===== config.mk =====
export PLATFORM = sky130hd
export DESIGN_NAME = muldiv_unit
export DESIGN_NICKNAME = d
export VERILOG_FILES = /design/src/rtl/muldiv_unit.sv
export SDC_FILE = /design/constraint.sdc
export NUM_CORES = 1
export LEC_CHECK = 0
export ABC_AREA = 1
export CAP_MARGIN = 20
export CORE_MARGIN = 4
export CORE_UTILIZATION = 40
export CTS_CLUSTER_DIAMETER = 50
export DETAILED_ROUTE_END_ITERATION = 12
export GPL_ROUTABILITY_DRIVEN = 1
export PLACE_DENSITY_LB_ADDON = 0.08
export RECOVER_POWER = 25
export SLEW_MARGIN = 20
export SYNTH_ARGS = -nofsm -noshare
export SYNTH_HDL_FRONTEND = slang
export SYNTH_SLANG_ARGS = --single-unit

===== constraint.sdc =====
create_clock -name clk -period 3.8 [get_ports clk]
set_input_delay 0.76 -clock clk [delete_from_list [all_inputs] [get_ports clk]]
set_output_delay 0.76 -clock clk [all_outputs]
set_load 0.005 [all_outputs]

===== src/rtl/muldiv_unit.sv =====
// Iterative HI/LO multiply/divide unit: radix-2 shift-add multiply, restoring divide,
// sign fix-up cycle, and a stall handshake for HI/LO accesses while an operation runs.
module muldiv_unit #(
   parameter int WIDTH = 32
) (
   input  logic             clk,
   input  logic             rst_n,
   input  logic             req_valid,
   input  logic [5:0]       funct,
   input  logic [WIDTH-1:0] src_a,
   input  logic [WIDTH-1:0] src_b,
   input  logic             flush,
   output logic             stall,
   output logic             busy,
   output logic             done,
   output logic [WIDTH-1:0] hi_o,
   output logic [WIDTH-1:0] lo_o,
   output logic [WIDTH-1:0] mf_data
);
   localparam int CW = $clog2(WIDTH + 1);
   localparam logic [CW-1:0] LAST = CW'(WIDTH - 1);

   localparam logic [1:0] IDLE = 2'd0;
   localparam logic [1:0] RUN  = 2'd1;
   localparam logic [1:0] FIX  = 2'd2;

   localparam logic [5:0] F_MFHI  = 6'h10;
   localparam logic [5:0] F_MTHI  = 6'h11;
   localparam logic [5:0] F_MFLO  = 6'h12;
   localparam logic [5:0] F_MTLO  = 6'h13;
   localparam logic [5:0] F_MULT  = 6'h18;
   localparam logic [5:0] F_MULTU = 6'h19;
   localparam logic [5:0] F_DIV   = 6'h1A;
   localparam logic [5:0] F_DIVU  = 6'h1B;

   logic [1:0]       state_reg;
   logic [CW-1:0]    cnt_reg;
   logic [WIDTH-1:0] acc_hi_reg, acc_lo_reg, op_reg, a_raw_reg;
   logic             is_div_reg, neg_res_reg, neg_rem_reg, div0_reg;
   logic [WIDTH-1:0] hi_reg, lo_reg;
   logic             done_reg;

   logic             is_hilo, is_op, is_mt, accept_op, accept_mt;
   logic             signed_op, a_neg, b_neg;
   logic [WIDTH-1:0] a_mag, b_mag;

   assign is_op   = (funct == F_MULT) || (funct == F_MULTU) || (funct == F_DIV) || (funct == F_DIVU);
   assign is_mt   = (funct == F_MTHI) || (funct == F_MTLO);
   assign is_hilo = is_op || is_mt || (funct == F_MFHI) || (funct == F_MFLO);

   assign busy      = (state_reg != IDLE);
   assign stall     = req_valid && busy && is_hilo;
   assign accept_op = req_valid && !stall && !flush && is_op;
   assign accept_mt = req_valid && !stall && !flush && is_mt;

   assign signed_op = (funct == F_MULT) || (funct == F_DIV);
   assign a_neg     = signed_op && src_a[WIDTH-1];
   assign b_neg     = signed_op && src_b[WIDTH-1];
   assign a_mag     = a_neg ? -src_a : src_a;
   assign b_mag     = b_neg ? -src_b : src_b;

   // One iteration: multiply keeps {acc_hi, acc_lo} as partial product / remaining multiplier,
   // divide keeps acc_hi as partial remainder and shifts quotient bits into acc_lo.
   logic [WIDTH:0]   mul_sum, div_shift, div_diff;
   logic [WIDTH-1:0] acc_hi_next, acc_lo_next;

   always_comb begin
      mul_sum     = {1'b0, acc_hi_reg} + (acc_lo_reg[0] ? {1'b0, op_reg} : '0);
      div_shift   = {acc_hi_reg, acc_lo_reg[WIDTH-1]};
      div_diff    = div_shift - {1'b0, op_reg};
      acc_hi_next = mul_sum[WIDTH:1];
      acc_lo_next = {mul_sum[0], acc_lo_reg[WIDTH-1:1]};
      if (is_div_reg) begin
         acc_hi_next = div_diff[WIDTH] ? div_shift[WIDTH-1:0] : div_diff[WIDTH-1:0];
         acc_lo_next = {acc_lo_reg[WIDTH-2:0], ~div_diff[WIDTH]};
      end
   end

   logic [2*WIDTH-1:0] prod, prod_neg;
   logic [WIDTH-1:0]   fix_hi, fix_lo;

   always_comb begin
      prod     = {acc_hi_reg, acc_lo_reg};
      prod_neg = -prod;
      fix_hi   = neg_res_reg ? prod_neg[2*WIDTH-1:WIDTH] : acc_hi_reg;
      fix_lo   = neg_res_reg ? prod_neg[WIDTH-1:0] : acc_lo_reg;
      if (is_div_reg) begin
         fix_hi = neg_rem_reg ? -acc_hi_reg : acc_hi_reg;
         fix_lo = neg_res_reg ? -acc_lo_reg : acc_lo_reg;
         if (div0_reg) begin
            fix_hi = a_raw_reg;
            fix_lo = '1;
         end
      end
   end

   always_ff @(posedge clk or negedge rst_n) begin
      if (!rst_n) begin
         state_reg   <= IDLE;
         cnt_reg     <= '0;
         acc_hi_reg  <= '0;
         acc_lo_reg  <= '0;
         op_reg      <= '0;
         a_raw_reg   <= '0;
         is_div_reg  <= 1'b0;
         neg_res_reg <= 1'b0;
         neg_rem_reg <= 1'b0;
         div0_reg    <= 1'b0;
         hi_reg      <= '0;
         lo_reg      <= '0;
         done_reg    <= 1'b0;
      end else begin
         done_reg <= 1'b0;
         if (flush) begin
            state_reg <= IDLE;
         end else begin
            case (state_reg)
               IDLE: begin
                  if (accept_op) begin
                     state_reg   <= RUN;
                     cnt_reg     <= '0;
                     acc_hi_reg  <= '0;
                     acc_lo_reg  <= a_mag;
                     op_reg      <= b_mag;
                     a_raw_reg   <= src_a;
                     is_div_reg  <= funct[1];
                     neg_res_reg <= a_neg ^ b_neg;
                     neg_rem_reg <= a_neg;
                     div0_reg    <= (src_b == '0);
                  end else if (accept_mt) begin
                     if (funct == F_MTHI) hi_reg <= src_a;
                     else                 lo_reg <= src_a;
                  end
               end
               RUN: begin
                  acc_hi_reg <= acc_hi_next;
                  acc_lo_reg <= acc_lo_next;
                  cnt_reg    <= cnt_reg + CW'(1);
                  if (cnt_reg == LAST) state_reg <= FIX;
               end
               FIX: begin
                  hi_reg    <= fix_hi;
                  lo_reg    <= fix_lo;
                  done_reg  <= 1'b1;
                  state_reg <= IDLE;
               end
               default: state_reg <= IDLE;
            endcase
         end
      end
   end

   assign done    = done_reg;
   assign hi_o    = hi_reg;
   assign lo_o    = lo_reg;
   assign mf_data = (funct == F_MFHI) ? hi_reg : lo_reg;
endmodule

==> results of run 1 <==
[placed cells by master (no fill, tap or decap), types with 6 or more instances in the layout]
| master | n |
|---|---|
| nand2_1 | 1049 |
| nor2_1 | 495 |
| inv_1 | 410 |
| o21ai_0 | 261 |
| nand3_1 | 244 |
| a21oi_1 | 223 |
| dfrtp_1 | 203 |
| clkdlybuf4s50_1 | 171 |
| ha_1 | 69 |
| buf_4 | 48 |
| clkbuf_16 | 42 |
| xor2_1 | 39 |
| nand4_1 | 28 |
| nor3_1 | 24 |
| nand3b_1 | 22 |
| o21ai_1 | 22 |
| mux2_2 | 18 |
| nand3_2 | 18 |
| a31oi_1 | 18 |
| nand2_2 | 15 |
| a22oi_1 | 15 |
| xnor2_1 | 14 |
| o21bai_1 | 13 |
| or2_2 | 12 |
| o211ai_1 | 12 |
| nor2_2 | 9 |
| inv_2 | 8 |
| nor2_4 | 7 |
| clkinv_2 | 7 |
| a21o_1 | 6 |
[kinds of logic after synthesis]
kind of cell | count (synthesis) | share of synthesized area
DFF | 205 | 0.255
xor gates and xnor gates | 53 | 0.0231
buffers and inverters | 551 | 0.109
adders and majority gates | 71 | 0.0449
AOI/OAI and AO/OA | 585 | 0.155
and+or+nand+nor | 1941 | 0.403
muxes | 18 | 0.0101
[final timing paths]
path                                           start                         end  slack (ps)
hold / removal             a_raw_reg[30]$_DFFE_PN0P_   a_raw_reg[30]$_DFFE_PN0P_         490
hold reg to reg            a_raw_reg[30]$_DFFE_PN0P_   a_raw_reg[30]$_DFFE_PN0P_         490
setup / recovery                            funct[2]                  mf_data[8]         160
setup reg to reg           acc_lo_reg[0]$_DFFE_PN0P_  acc_hi_reg[29]$_DFFE_PN0P_         500
min in group asynchronous                      rst_n      op_reg[19]$_DFFE_PN0P_         910
max in group asynchronous                      rst_n     neg_res_reg$_DFFE_PN0P_        1260
[power by group through the flow]
stage | Combinational (uW) | Sequential [uW] | Clock, uW
2_1_floorplan | 4620 | 3040 | 0
3_3_place_gp | 6970 | 3390 | 0
3_5_place_dp | 6990 | 3400 | 0
4_1_cts | 7030 | 3370 | 3810
5_1_grt | 7920 | 3450 | 3910
6_report | 7200 | 3410 | 3760
[metrics by stage]
step	setup slack (ps)	util	cell area [um^2]
after detailed placement	190	0.456	22500
after CTS	186	0.484	23900
after floorplan	1160	-	20100
after global routing	87.1	0.484	23900
after global placement	243	0.456	22500
final	163	0.484	23900
[final cells by class]
type                            instances  area, um^2
Sequential cell                       205        5130
Inverter                              421        1580
Clock buffer                           45        1080
Multi-Input combinational cell       2668       12800
Timing Repair Buffer                  222        2120
Fill cell                            5371       25500
Clock inverter                         29         325
Tap cell                              664         831
Antenna cell                            1        2.50
[worst max-delay path: stages]
cell	delay, ps
clkdlybuf4s50_1	520
nor2_1	90
nand4_1	110
buf_4	440
mux2_2	410
clkdlybuf4s50_1	460
[routing by layer]
layer / wire [um] / track usage / vias up / share of wire
li1: - / - / 11200 / -
met1: 42500 / 0.500 / 11100 / 0.46
met2: 35700 / 0.453 / 1147 / 0.39
met3: 12300 / 0.128 / 111 / 0.13
met4: 1990 / 0.0757 / 2 / 0.022
met5: 13 / 0 / - / 0.00014
==> impl_metrics.tcl, run 1 <==
set metrics [dict create \
    status "finished with violations" \
    violations "capacitance limit, slew limit" \
    cts_sinks 205 \
    p_int_uw 7420 \
    place_congestion 0.994 \
    vias 23600 \
    grt_pass1_wl_um 137000 \
    drc 0 \
    power_density_mw_per_mm2 601 \
    p_sw_frac 0.484 \
    cts_setup_buffers 0 \
    peakVddDrop_mv 0.308 \
    grt_pass1_vias 21900 \
    ios 173 \
    hp-class "reg -> reg" \
    required_ps 3040 \
    async_flop_share 1.00 \
    syn-instance-count 3424 \
    synth_edf_count 0 \
    synth_top_area_frac 0.255 \
    power_uw 14400 \
    rows 81 \
    netSwitchingPower_uw 6950 \
    end_kind "primary output" \
    yosysMostFrequentCell "nand2_1" \
    arrival_ps 2880 \
    post_cts_resized 0 \
    grt_max_degree 90 \
    final_nets 3704 \
    holdWs_ps 491 \
    hold_viol 0 \
    yosys.area.top_type "dfrtp_1" \
    min_period_ps 3640 \
    cts-root-buf "clkbuf_16" \
    clk_pin_slew_ps 50 \
    setup_viol 0 \
    drt-wirelength-per-cell_um 21.8 \
    syn-cell-area_mm2 0.0201 \
    cts_tree "done" \
    ys_top_cells_by_count "1049 x nand2_1, 498 x nor2_1, 410 x inv_1" \
    ys_seq_area_frac 0.255 \
    combPwrFrac 0.501 \
    rsz0062_at_grt "no" \
    synth-seq-cells 205 \
    power_frac_seq 0.237 \
    initialDrtViolationCount 2811 \
    ctsHoldBuffers 0 \
    finalMaxSlewViolations 79 \
    p_leak_uw 0.0120 \
    critPathLaunchType "input port" \
    dp.cells 4180 \
    netlist-cell-type-count 51 \
    viasPerCell 5.55 \
    yosysWarningCount 0 \
    fp.dieArea_mm2 0.0539 \
    timing.final.crit_share 0.957 \
    syn_nets 3569 \
    fin_tns_setup_ps 0 \
    htree_levels 2 \
    drt-pass1-iter-count 6 \
    clkPwrFrac 0.262 \
    layout-drive-gt1-share 0.0638 \
    skew_ps 27.3 \
    wl_um 92600 \
    cts_buffer_depth 3 \
    reg2regPathDepth 15 \
    coreArea_mm2 0.0494 \
    areaGrowthSynthToFinish_pct 18.8 \
    maxCapViolations 1 \
    io_buffers 172 \
    tightest_slew_ps 2450 \
    clk_latency_ps 570 \
    fin_cells 4255 \
    antenna_left 0 \
    cts_made_buffers 41 \
    crit_type "in -> out" \
    dp_hpwl_um 73200 \
    timing.fmax_ghz 0.275 \
    dieWidth_um 232 \
    synthFlopType "dfrtp_1" \
    start_util 0.408 \
    worst-path-max-fanout 46 \
    antenna_found_initial 2 \
    grt_overflow 0 \
    synth_area_per_cell_um2 5.88 \
    timing.slew.headroom -0.633 \
    die_h_um 232 \
    min_path_cells 2 \
    grt_use_total 0.335 \
    synthTopCellsByArea "dfrtp_1 25%, nand2_1 20%, nor2_1 9.3%, inv_1 7.6%, o21ai_0 6.5%" \
]
(Power assumes the default switching activity.)
==> run 2: changes to the inputs <==
DONT_BUFFER_PORTS = 1   (was not set)
==> impl_metrics.tcl, run 2 (same netlist as run 1, synthesis figures left out) <==
set metrics [dict create \
    r2r-end "acc_hi_reg[3]$_DFFE_PN0P_" \
    wirelength_met1_um 43500 \
    seqCellArea_mm2 0.00513 \
    min_period_ps 3030 \
    final_common_cell "nand2_1" \
    final_cell_mix "1049 x nand2_1, 495 x nor2_1, 410 x inv_1, 261 x o21ai_0, 244 x nand3_1" \
    tightest_slew_ps 960 \
    start_util 0.408 \
    areaGrowthSynthToFinish_pct 8.58 \
    finalMaxSlewViolations 0 \
    fin_tns_setup_ps 0 \
    cts_sinks 205 \
    power_frac_seq 0.270 \
    holdWs_ps -58.1 \
    slowest_stage "dfrtp_1" \
    status "finished with violations" \
    fin_cells 4057 \
    postLayoutCoreUtil 0.443 \
    skew_ps 32.2 \
    clkPwrFrac 0.244 \
    vias 22400 \
    layout-drive-gt1-share 0.0590 \
    timing.final.crit_share 0.798 \
    dieWidth_um 232 \
    wl_um 89200 \
    worstReg2RegStart "acc_lo_reg[31]$_DFFE_PN0P_" \
    coreArea_mm2 0.0494 \
    antenna_found_initial 2 \
    htree_levels 2 \
    netSwitchingPower_uw 6630 \
    cts_setup_buffers 0 \
    cp.depth 17 \
    maxCapViolations 0 \
    rows 81 \
    io_buffers 0 \
    end_kind "register" \
    fp.dieArea_mm2 0.0539 \
    setup_viol 0 \
    arrival_ps 3520 \
    cts_tree "done" \
    antenna_left 0 \
    cp_common_cell "nand3_1" \
    place_congestion 1.01 \
    grt_pass1_vias 20500 \
    timing.slew.headroom 0.354 \
    grt_use_total 0.322 \
    power_uw 13200 \
    cp_cell_sequence "inv_1 > ha_1 > inv_1 > fa_1 > nand2_1 > nand3_1 > nand3_1 > nand2_2 > nand2_2 > nand2_4 > nand2_4 > nand3_2 > nand2_8 > nand3_1 > nand3_1 > nand2_1 > nand2_1" \
    slowest_delay_ps 480 \
    reg2regPathDepth 17 \
    num-fill-cells 5470 \
    peakVddDrop_mv 0.263 \
    route.met3.wl_um 11600 \
    die_h_um 232 \
    p_int_uw 6620 \
    drt-pass1-iter-count 6 \
    combPwrFrac 0.485 \
    grt_max_degree 206 \
    critPathLaunchType "register" \
    viasPerCell 5.52 \
    grt_pass1_wl_um 131000 \
    crit_type "reg -> reg" \
    clk_latency_ps 560 \
    startpoint "acc_lo_reg[31]$_DFFE_PN0P_" \
    cts-root-buf "clkbuf_16" \
    clk_pin_slew_ps 50 \
    power_density_mw_per_mm2 607 \
    dp_hpwl_um 70100 \
    dp.cells 3995 \
    p_sw_frac 0.500 \
    p_leak_uw 0.0112 \
    timing.fmax_ghz 0.330 \
    crit_family "simple AND/OR/NAND/NOR gates" \
    required_ps 4280 \
    regToRegSetupSlack_ps 770 \
    final_nets 3513 \
    initialDrtViolationCount 2580 \
    cp_num_buf_inv 2 \
    post_cts_resized 0 \
    violations "hold timing" \
    cts_made_buffers 35 \
    cts_buffer_depth 3 \
    rsz0062_at_grt "no" \
    worst-path-max-fanout 27 \
    wl_met2_um 32700 \
    ios 173 \
    highest_layer "met5" \
    crit_end "acc_hi_reg[3]$_DFFE_PN0P_" \
    drt-wirelength-per-cell_um 22.0 \
    grt_overflow 0 \
    multi_input_area_mm2 0.0128 \
    hold_viol 118 \
    drc 0 \
    hp-class "in -> async" \
]
-- run 2: how the worst min path moves through the flow --
stage,startpoint,end,slack (ps),cells past startpoint
floorplan,a_raw_reg[2]$_DFFE_PN0P_,a_raw_reg[2]$_DFFE_PN0P_,450,2
global placement,a_raw_reg[6]$_DFFE_PN0P_,a_raw_reg[6]$_DFFE_PN0P_,460,2
detailed placement,a_raw_reg[8]$_DFFE_PN0P_,a_raw_reg[8]$_DFFE_PN0P_,470,2
CTS,rst_n,op_reg[22]$_DFFE_PN0P_,-100,0
global route,rst_n,op_reg[29]$_DFFE_PN0P_,-90,0
finish,rst_n,acc_lo_reg[24]$_DFFE_PN0P_,-60,0
-- run 2: through the flow --
| stage | instance area (um^2) | setup WS [ps] |
|---|---|---|
| detailed placement | 20700 | 835 |
| CTS | 21800 | 817 |
| finish | 21800 | 767 |
| global placement | 20700 | 816 |
| global route | 21800 | 587 |
| floorplan | 20100 | 1160 |
-- run 2: power by group through the flow --
stage / clock [uW] / combinational (uW) / sequential [uW]
finish: 3240 / 6430 / 3580
global route: 3360 / 7100 / 3610
CTS: 3280 / 6260 / 3530
detailed placement: 0 / 6220 / 3560
global placement: 0 / 6210 / 3560
floorplan: 0 / 4620 / 3040
-- run 2: cell type report --
class / count / share of cell area
tap: 664 / 0.0380
timing repair buffer: 37 / 0.0133
multi-input combinational: 2668 / 0.587
clock buffer: 43 / 0.0438
sequential: 205 / 0.235
inverter: 421 / 0.0724
antenna: 1 / 0.000115
clock inverter: 18 / 0.00997
-- run 2: per-layer routing --
metal  vias to the layer above  global-route usage
met1                     10400               0.522
met4                         2              0.0491
met2                      1074               0.413
li1                      10800                   -
met5                         -                   0
met3                        82               0.100
==> run 3: changes to the inputs <==
clock period = 2.7 ns   (was 3.8 ns; I/O delays follow)
==> impl_metrics.tcl, run 3 (same netlist as run 1, synthesis figures left out) <==
set metrics [dict create \
    grt_overflow 0 \
    arrival_ps 3030 \
    timing.fmax_ghz 0.387 \
    p_int_uw 9750 \
    grt_use_total 0.325 \
    dp.cells 4089 \
    rsz0062_at_grt "yes" \
    finalMaxSlewViolations 0 \
    drc 0 \
    crit_type "reg -> reg" \
    n_antenna_cell 0 \
    place_congestion 1.05 \
    viasPerCell 5.59 \
    dp_hpwl_um 71800 \
    num-fill-cells 5407 \
    areaGrowthSynthToFinish_pct 13.8 \
    dieWidth_um 232 \
    drt-wirelength-per-cell_um 22.0 \
    layout-drive-gt1-share 0.0985 \
    final_cell_mix "1044 x nand2_1, 485 x nor2_1, 410 x inv_1, 255 x o21ai_0, 242 x nand3_1" \
    clk_latency_ps 560 \
    cts_made_buffers 35 \
    cts-root-buf "clkbuf_16" \
    min_period_ps 2580 \
    grt_pass1_wl_um 133000 \
    initialDrtViolationCount 3003 \
    vias 23200 \
    timing.slew.headroom 0.287 \
    cts_sinks 205 \
    p_sw_frac 0.495 \
    combPwrFrac 0.524 \
    coreArea_mm2 0.0494 \
    netSwitchingPower_uw 9570 \
    drt-pass1-iter-count 5 \
    p_leak_uw 0.0117 \
    peakVddDrop_mv 0.467 \
    antenna_found_initial 0 \
    violations "hold timing" \
    start_util 0.408 \
    grt_pass1_vias 21000 \
    hold_viol 205 \
    fin_cells 4156 \
    rows 81 \
    wl_um 91300 \
    final_common_cell "nand2_1" \
    fin_tns_setup_ps 0 \
    status "finished with violations" \
    slowest_stage "dfrtp_1" \
    clk_pin_slew_ps 60 \
    timing.final.crit_share 0.957 \
    tightest_slew_ps 1070 \
    final_nets 3611 \
    power_density_mw_per_mm2 844 \
    power_frac_seq 0.241 \
    htree_levels 2 \
    required_ps 3150 \
    clkPwrFrac 0.234 \
    end_kind "register" \
    worst-path-max-fanout 7 \
    critPathLaunchType "register" \
    cts_tree "done" \
    ios 173 \
    reg2regPathDepth 15 \
    cts_buffer_depth 3 \
    antenna_left 0 \
    skew_ps 33.2 \
    hp-class "in -> async" \
    holdWs_ps -291 \
    cts_setup_buffers 0 \
    slowest_delay_ps 520 \
    fp.dieArea_mm2 0.0539 \
    die_h_um 232 \
    setup_viol 0 \
    cp_cell_sequence "inv_1 > ha_1 > nand2_1 > nor2_1 > nand2_1 > inv_1 > a21oi_4 > nand2_4 > buf_4 > nand2_8 > nand2_8 > nand3_1 > nand3_1 > nand2_1 > nand2_1" \
    cp_common_cell "nand2_1" \
    maxCapViolations 0 \
    grt_max_degree 206 \
    io_buffers 0 \
    power_uw 19300 \
]
==> run 3: cell count changes in the layout (fill, tap and decap cells not counted), sizes merged, moves of 2 or more <==
cell / delta
nand2: +4
bufinv: -2
buf: +94
clkinvlp: +2
clkbuf: +3
==> run 3: worst max-delay path: cells and delay by family, from the launching register on <==
family | cells | cell delay, ps
flops | 1 | 520
buf+inv | 3 | 340
fa+ha+maj | 1 | 290
simple gates | 10 | 1010
compound gates | 1 | 310
==> run 3: final cells by class <==
class	instances	area, um^2	share of cell area
Inverter	421	1580	0.0691
Clock buffer	46	1020	0.0445
Clock inverter	17	168	0.00732
Timing Repair Buffer	131	1070	0.0468
Sequential cell	205	5140	0.224
Multi-Input combinational cell	2672	13100	0.572
Tap cell	664	831	0.0363
==> run 3: repair_timing <==
action / 4_1_cts / 5_1_grt
resized for setup: 0 / 57
hold endpoints to repair: 205 / 205
setup endpoints to repair: 0 / 35
==> run 3: final timing paths <==
| kind | start | endpoint | slack (ps) |
|---|---|---|---|
| max | op_reg[24]$_DFFE_PN0P_ | acc_hi_reg[31]$_DFFE_PN0P_ | 120 |
| min | rst_n | op_reg[26]$_DFFE_PN0P_ | -290 |
| max reg2reg | op_reg[24]$_DFFE_PN0P_ | acc_hi_reg[31]$_DFFE_PN0P_ | 120 |
| min reg2reg | a_raw_reg[29]$_DFFE_PN0P_ | a_raw_reg[29]$_DFFE_PN0P_ | 490 |
| max in group asynchronous | rst_n | acc_hi_reg[0]$_DFFE_PN0P_ | 2130 |
| min in group clk | src_a[0] | lo_o[0]$_DFFE_PN0P_ | 130 |
==> run 3: per-layer routing <==
layer  share of wire  global-route usage  routed length (um)
met2            0.37               0.416               33500
met3            0.12              0.0948               10900
met5               0                   0                   0
met1            0.49               0.530               45200
met4           0.018              0.0574                1630
==> run 3: power groups by stage <==
stage	clock (uW)	combinational (uW)	sequential [uW]
global route	4730	11100	4710
CTS	4590	9550	4600
finish	4530	10100	4660
floorplan	0	6500	4280
detailed placement	0	9490	4640
global placement	0	9520	4630
==> run 3: per-stage QoR <==
stage / hold WS [ps] / area (um^2) / util / worst slack, ps
after floorplan: 244 / 20100 / - / 60.5
after global placement: 255 / 21400 / 0.435 / 4.03
after detailed placement: 257 / 21400 / 0.435 / 33.4
after CTS: -322 / 22600 / 0.459 / 13.9
after global routing: -314 / 22900 / 0.464 / -50.4
final: -291 / 22900 / 0.464 / 117
